==> config.mk <==
export PLATFORM = sky130hd
export DESIGN_NAME = ulv_multi_shift_reg
export DESIGN_NICKNAME = d
export VERILOG_FILES = /design/src/rtl/ulv_multi_shift_reg.sv
export SDC_FILE = /design/constraint.sdc
export NUM_CORES = 1
export LEC_CHECK = 0
export CAP_MARGIN = 10
export CORE_ASPECT_RATIO = 1.4
export CORE_MARGIN = 4
export CORE_UTILIZATION = 30
export CTS_BUF_LIST = sky130_fd_sc_hd__clkbuf_4
export DETAILED_ROUTE_END_ITERATION = 7
export GPL_ROUTABILITY_DRIVEN = 0
export PLACE_DENSITY = 0.52
export SLEW_MARGIN = 20
export SYNTH_ARGS = -nofsm -noshare
export SYNTH_HDL_FRONTEND = slang
export SYNTH_SLANG_ARGS = --single-unit
==> constraint.sdc <==
create_clock -name clk -period 1.6 [get_ports clk]
set_clock_uncertainty 0.05 [all_clocks]
set_input_delay 0.32 -clock clk [delete_from_list [all_inputs] [get_ports clk]]
set_output_delay 0.32 -clock clk [all_outputs]
set_load 0.1 [all_outputs]
==> src/rtl/ulv_multi_shift_reg.sv <==
// Universal N-bit shift register with rotate/arithmetic/clear modes, multi-bit amounts
// and a start/busy/done handshake. Define USR_BARREL_EN for single-cycle barrel operation.
module ulv_multi_shift_reg #(
    parameter int N  = 8,
    parameter int AW = $clog2(N + 1)
) (
    input  logic          clk,
    input  logic          reset,
    input  logic          start,
    input  logic [2:0]    mode,
    input  logic [AW-1:0] amt,
    input  logic [N-1:0]  d,
    input  logic          sin_l,
    input  logic          sin_r,
    output logic [N-1:0]  q,
    output logic          so_l,
    output logic          so_r,
    output logic          busy,
    output logic          done
);

    typedef enum logic [1:0] {IDLE, RUN, DONE} state_t;
    typedef enum logic [2:0] {
        M_HOLD = 3'b000, M_SHL  = 3'b001, M_SHR  = 3'b010, M_LOAD = 3'b011,
        M_ROTL = 3'b100, M_ROTR = 3'b101, M_ASHR = 3'b110, M_CLR  = 3'b111
    } mode_t;

    state_t         state_q;
    logic [N-1:0]   data_q;
    logic           so_l_q;
    logic           so_r_q;
    logic           busy_q;
    logic           done_q;
    logic [AW-1:0]  amt_sat;

    assign amt_sat = (amt > AW'(N)) ? AW'(N) : amt;

`ifdef USR_BARREL_EN
    // Extra guard bit at each end captures the last expelled bit (or keeps the old one when amt=0).
    logic [2*N:0]   left_w;
    logic [2*N:0]   right_w;
    logic [N-1:0]   fill_l;

    always_comb begin
        fill_l = (mode == M_ASHR) ? {N{data_q[N-1]}} : {N{sin_l}};
        if (mode == M_ROTL)
            left_w = {so_l_q, data_q, data_q} << amt_sat;
        else
            left_w = {so_l_q, data_q, {N{sin_r}}} << amt_sat;
        if (mode == M_ROTR)
            right_w = {data_q, data_q, so_r_q} >> amt_sat;
        else
            right_w = {fill_l, data_q, so_r_q} >> amt_sat;
    end
`else
    mode_t          mode_q;
    logic [AW-1:0]  cnt_q;
    logic [N-1:0]   step_d;

    always_comb begin
        step_d = data_q;
        case (mode_q)
            M_SHL:   step_d = {data_q[N-2:0], sin_r};
            M_SHR:   step_d = {sin_l, data_q[N-1:1]};
            M_ROTL:  step_d = {data_q[N-2:0], data_q[N-1]};
            M_ROTR:  step_d = {data_q[0], data_q[N-1:1]};
            M_ASHR:  step_d = {data_q[N-1], data_q[N-1:1]};
            default: step_d = data_q;
        endcase
    end
`endif

    always_ff @(posedge clk or posedge reset) begin
        if (reset) begin
            state_q <= IDLE;
            data_q  <= '0;
            so_l_q  <= 1'b0;
            so_r_q  <= 1'b0;
            busy_q  <= 1'b0;
            done_q  <= 1'b0;
`ifndef USR_BARREL_EN
            mode_q  <= M_HOLD;
            cnt_q   <= '0;
`endif
        end else begin
            case (state_q)
                IDLE: begin
                    if (start) begin
                        busy_q  <= 1'b1;
                        done_q  <= 1'b1;
                        state_q <= DONE;
`ifndef USR_BARREL_EN
                        mode_q  <= mode_t'(mode);
                        cnt_q   <= amt_sat;
`endif
                        case (mode_t'(mode))
                            M_HOLD: data_q <= data_q;
                            M_LOAD: data_q <= d;
                            M_CLR:  data_q <= '0;
`ifdef USR_BARREL_EN
                            M_SHL, M_ROTL: begin
                                data_q <= left_w[2*N-1:N];
                                so_l_q <= left_w[2*N];
                            end
                            default: begin
                                data_q <= right_w[N:1];
                                so_r_q <= right_w[0];
                            end
`else
                            default: begin
                                // A zero amount degenerates to a single-cycle no-op.
                                if (amt_sat != '0) begin
                                    done_q  <= 1'b0;
                                    state_q <= RUN;
                                end
                            end
`endif
                        endcase
                    end
                end
`ifndef USR_BARREL_EN
                RUN: begin
                    data_q <= step_d;
                    if (mode_q == M_SHL || mode_q == M_ROTL)
                        so_l_q <= data_q[N-1];
                    else
                        so_r_q <= data_q[0];
                    cnt_q <= cnt_q - AW'(1);
                    if (cnt_q == AW'(1)) begin
                        done_q  <= 1'b1;
                        state_q <= DONE;
                    end
                end
`endif
                DONE: begin
                    busy_q  <= 1'b0;
                    done_q  <= 1'b0;
                    state_q <= IDLE;
                end
                default: begin
                    busy_q  <= 1'b0;
                    done_q  <= 1'b0;
                    state_q <= IDLE;
                end
            endcase
        end
    end

    assign q    = data_q;
    assign so_l = so_l_q;
    assign so_r = so_r_q;
    assign busy = busy_q;
    assign done = done_q;

endmodule

==> flow_metrics.py <==
metrics = {
    "status": {
        "outcome": "finished, final reports clean",
    },
    "cts": {
        "cts_max_level": 1,
        "cts_tree": "built",
        "ctsRootBufferMaster": "clkbuf_4",
        "cts_made_buffers": 3,
        "ctsHoldBuffers": 0,
        "clk_latency_ns": 0.31,
        "cts.sinks": 21,
        "cts.reportedPaths.clkPinSlew_ns": 0.13,
        "cts_buffer_depth": 2,
    },
    "place": {
        "dp_slack_ns": -0.238,
        "port-buffer-count": 31,
        "hpwl_um": 2890,
    },
    "floorplanning": {
        "start_util_pct": 31.2,
        "core_area_sq_um": 4270,
        "dieArea_sq_um": 5590,
        "ioPinCount": 32,
        "die_y_um": 86.9,
        "row_count": 28,
        "dieWidth_um": 64.4,
    },
    "finish": {
        "n_antenna_cell": 0,
        "multi_input_area_sq_um": 752,
        "drive_gt1_share_pct": 27.8,
        "nFillCells": 442,
        "syn_to_final_growth_pct": 50.5,
        "nets": 221,
        "regArea_sq_um": 528,
    },
    "critical_path": {
        "critical_path.startpoint": "mode_q[2]$_DFFE_PP0P_",
        "crit_fanout": 4,
        "r2r.worst_path.cells": 5,
        "worstPathRequired_ns": 1.79,
        "critPathLaunchType": "flop",
        "reg2reg_from": "mode_q[2]$_DFFE_PP0P_",
        "crit_arrival_ns": 1.75,
        "path_class": "reg2reg",
        "crit_path_end_kind": "flop",
    },
    "logic_synthesis": {
        "syn-num-nets": 171,
        "synth.area.top_cells": "dfrtp_1 (39%), a21oi_1 (6.4%), nor2_1 (3.9%)",
        "synth_cell_types": 42,
        "syn_avg_cell_area_sq_um": 8.95,
        "yosys_warnings": 0,
        "netlist_instances": 149,
        "synth_top_area_share_pct": 39.4,
        "ys.flop_type": "dfrtp_1",
        "ys_ff_latch": 21,
        "seq_area_frac_synth_pct": 39.4,
        "yosys-top-cells-count": "dfrtp_1 (21), a21oi_1 (17), nor2_1 (14), o21ai_0 (10), nand2_1 (8)",
        "yosysTopAreaCell": "dfrtp_1",
        "synth_edf_count": 0,
        "async_flop_share_pct": 100,
        "synth_most_common_cell": "dfrtp_1",
        "syn_area_sq_um": 1330,
    },
    "flow_run": {
        "drv_cap": 0,
    },
    "route": {
        "drc": 0,
        "post_drt_wl_per_cell_um": 14.6,
        "via_per_inst": 5.15,
        "dr_total_vias": 1329,
        "wirelength_um": 3770,
        "first_iter_violations": 66,
        "drt_first_pass_iters": 4,
        "antenna_left": 0,
    },
    "timing": {
        "hold_slack_ns": 0.273,
        "fmax_mhz": 641,
        "fin_crit_ns": 1.56,
        "fin_ws_ns": 0.0408,
        "worstMarginPinSlew_ns": 0.294,
        "final.setup.tns_ns": 0,
        "finalSetupViolCount": 0,
        "hold_viol": 0,
        "maxSlewHeadroom_pct": 80.3,
        "slew_viol_final": 0,
        "fin_crit_sh_pct": 97.5,
    },
    "grt": {
        "grt_first_pass_wirelength_um": 6290,
        "grt.overflow.total": 0,
        "antenna_found_initial": 0,
        "grt_pass1_vias": 1343,
        "grt_use_total_pct": 14.3,
        "grt_max_degree": 22,
    },
    "min_path": {
        "hold_path_class": "in2async",
    },
}
-- layout make-up --
cell class | instances | area share (%)
Multi-Input combinational cell | 113 | 37.5
Sequential cell | 21 | 26.3
Inverter | 7 | 1.31
Timing Repair Buffer | 53 | 29.7
Tap cell | 60 | 3.74
Clock buffer | 4 | 1.50
-- metal layers --
metal | wire length, um | track usage [%] | vias up
met5 | 0 | 0 | -
met2 | 2110 | 27.7 | 43
li1 | - | - | 638
met1 | 1460 | 15.6 | 642
met3 | 163 | 2.20 | 6
met4 | 44 | 4.23 | 0
-- timing repair --
item,4_1_cts,5_1_grt
setup buffers,0,3
resized for setup,0,6
endpoints found under the setup margin,0,7
-- sequential cells by signal, summed over array words and instances (netlist names) --
register and cells:
so_r 1, busy 1, done 1, cnt_q 4, q 8, so_l 1, state_q 2, mode_q 3
-- worst max-delay path, cell delays in order, from the launching register on --
cell and delay [ns]:
dfrtp_1 0.40, or3_4 0.41, a32oi_4 0.23, buf_4 0.18
a21oi_2 0.04, a21oi_1 0.17
-- path summary, 6_finish.rpt --
| check | to | slack (ns) |
|---|---|---|
| worst max-delay path | q[2]$_DFFE_PP0P_ | 0.04 |
| worst min-delay path | state_q[1]$_DFFE_PP0P_ | 0.27 |
| worst max register to register | q[2]$_DFFE_PP0P_ | 0.04 |
| worst min register to register | cnt_q[3]$_DFFE_PP0P_ | 0.49 |
| max in group asynchronous | q[6]$_DFFE_PP0P_ | 0.99 |
| min in group clk | cnt_q[3]$_DFFE_PP0P_ | 0.49 |
-- through the flow --
step                util (%)  std cells  instance area, sq um
finish                  47.0        258                  2010
global route            47.0        258                  2010
CTS                     46.0        255                  1970
detailed placement      45.3        251                  1940
global placement        45.3        251                  1940
floorplan                  -        149                  1340
-- cell usage in the layout (no fill, tap or decap), drive strengths merged, types with 2 or more instances in the layout --
cell type / instances
a21oi: 18
clkbuf: 4
buf: 34
o21ai: 10
nor2: 14
a32o: 2
a32oi: 2
a211oi: 2
nor2b: 3
clkdlybuf4s50: 19
nor3b: 3
or3: 3
a21o: 6
nor4: 2
nor3: 2
ha: 2
dfrtp: 21
a22oi: 2
nand3b: 2
nand2b: 3
nand3: 7
nand2: 8
mux2: 4
a31oi: 4
o22a: 2
inv: 7
and2b: 3
-- kinds of logic (layout without fill, tap and decap cells) --
kind of cell               after synthesis  after routing  share of synthesized area (%)
xor gates and xnor gates                 1              1                          0.657
AOI/OAI and AO/OA                       53             53                           26.9
muxes                                    5              5                           4.13
buffers and inverters                   15             64                           5.44
adders and majority gates                2              2                           1.88
DFF                                     21             21                           39.4
and+or+nand+nor                         52             52                           21.6
Power is left out: the tool's default activity adds up to more than one toggle a clock period on the data nets, which glitch-free logic cannot reach.
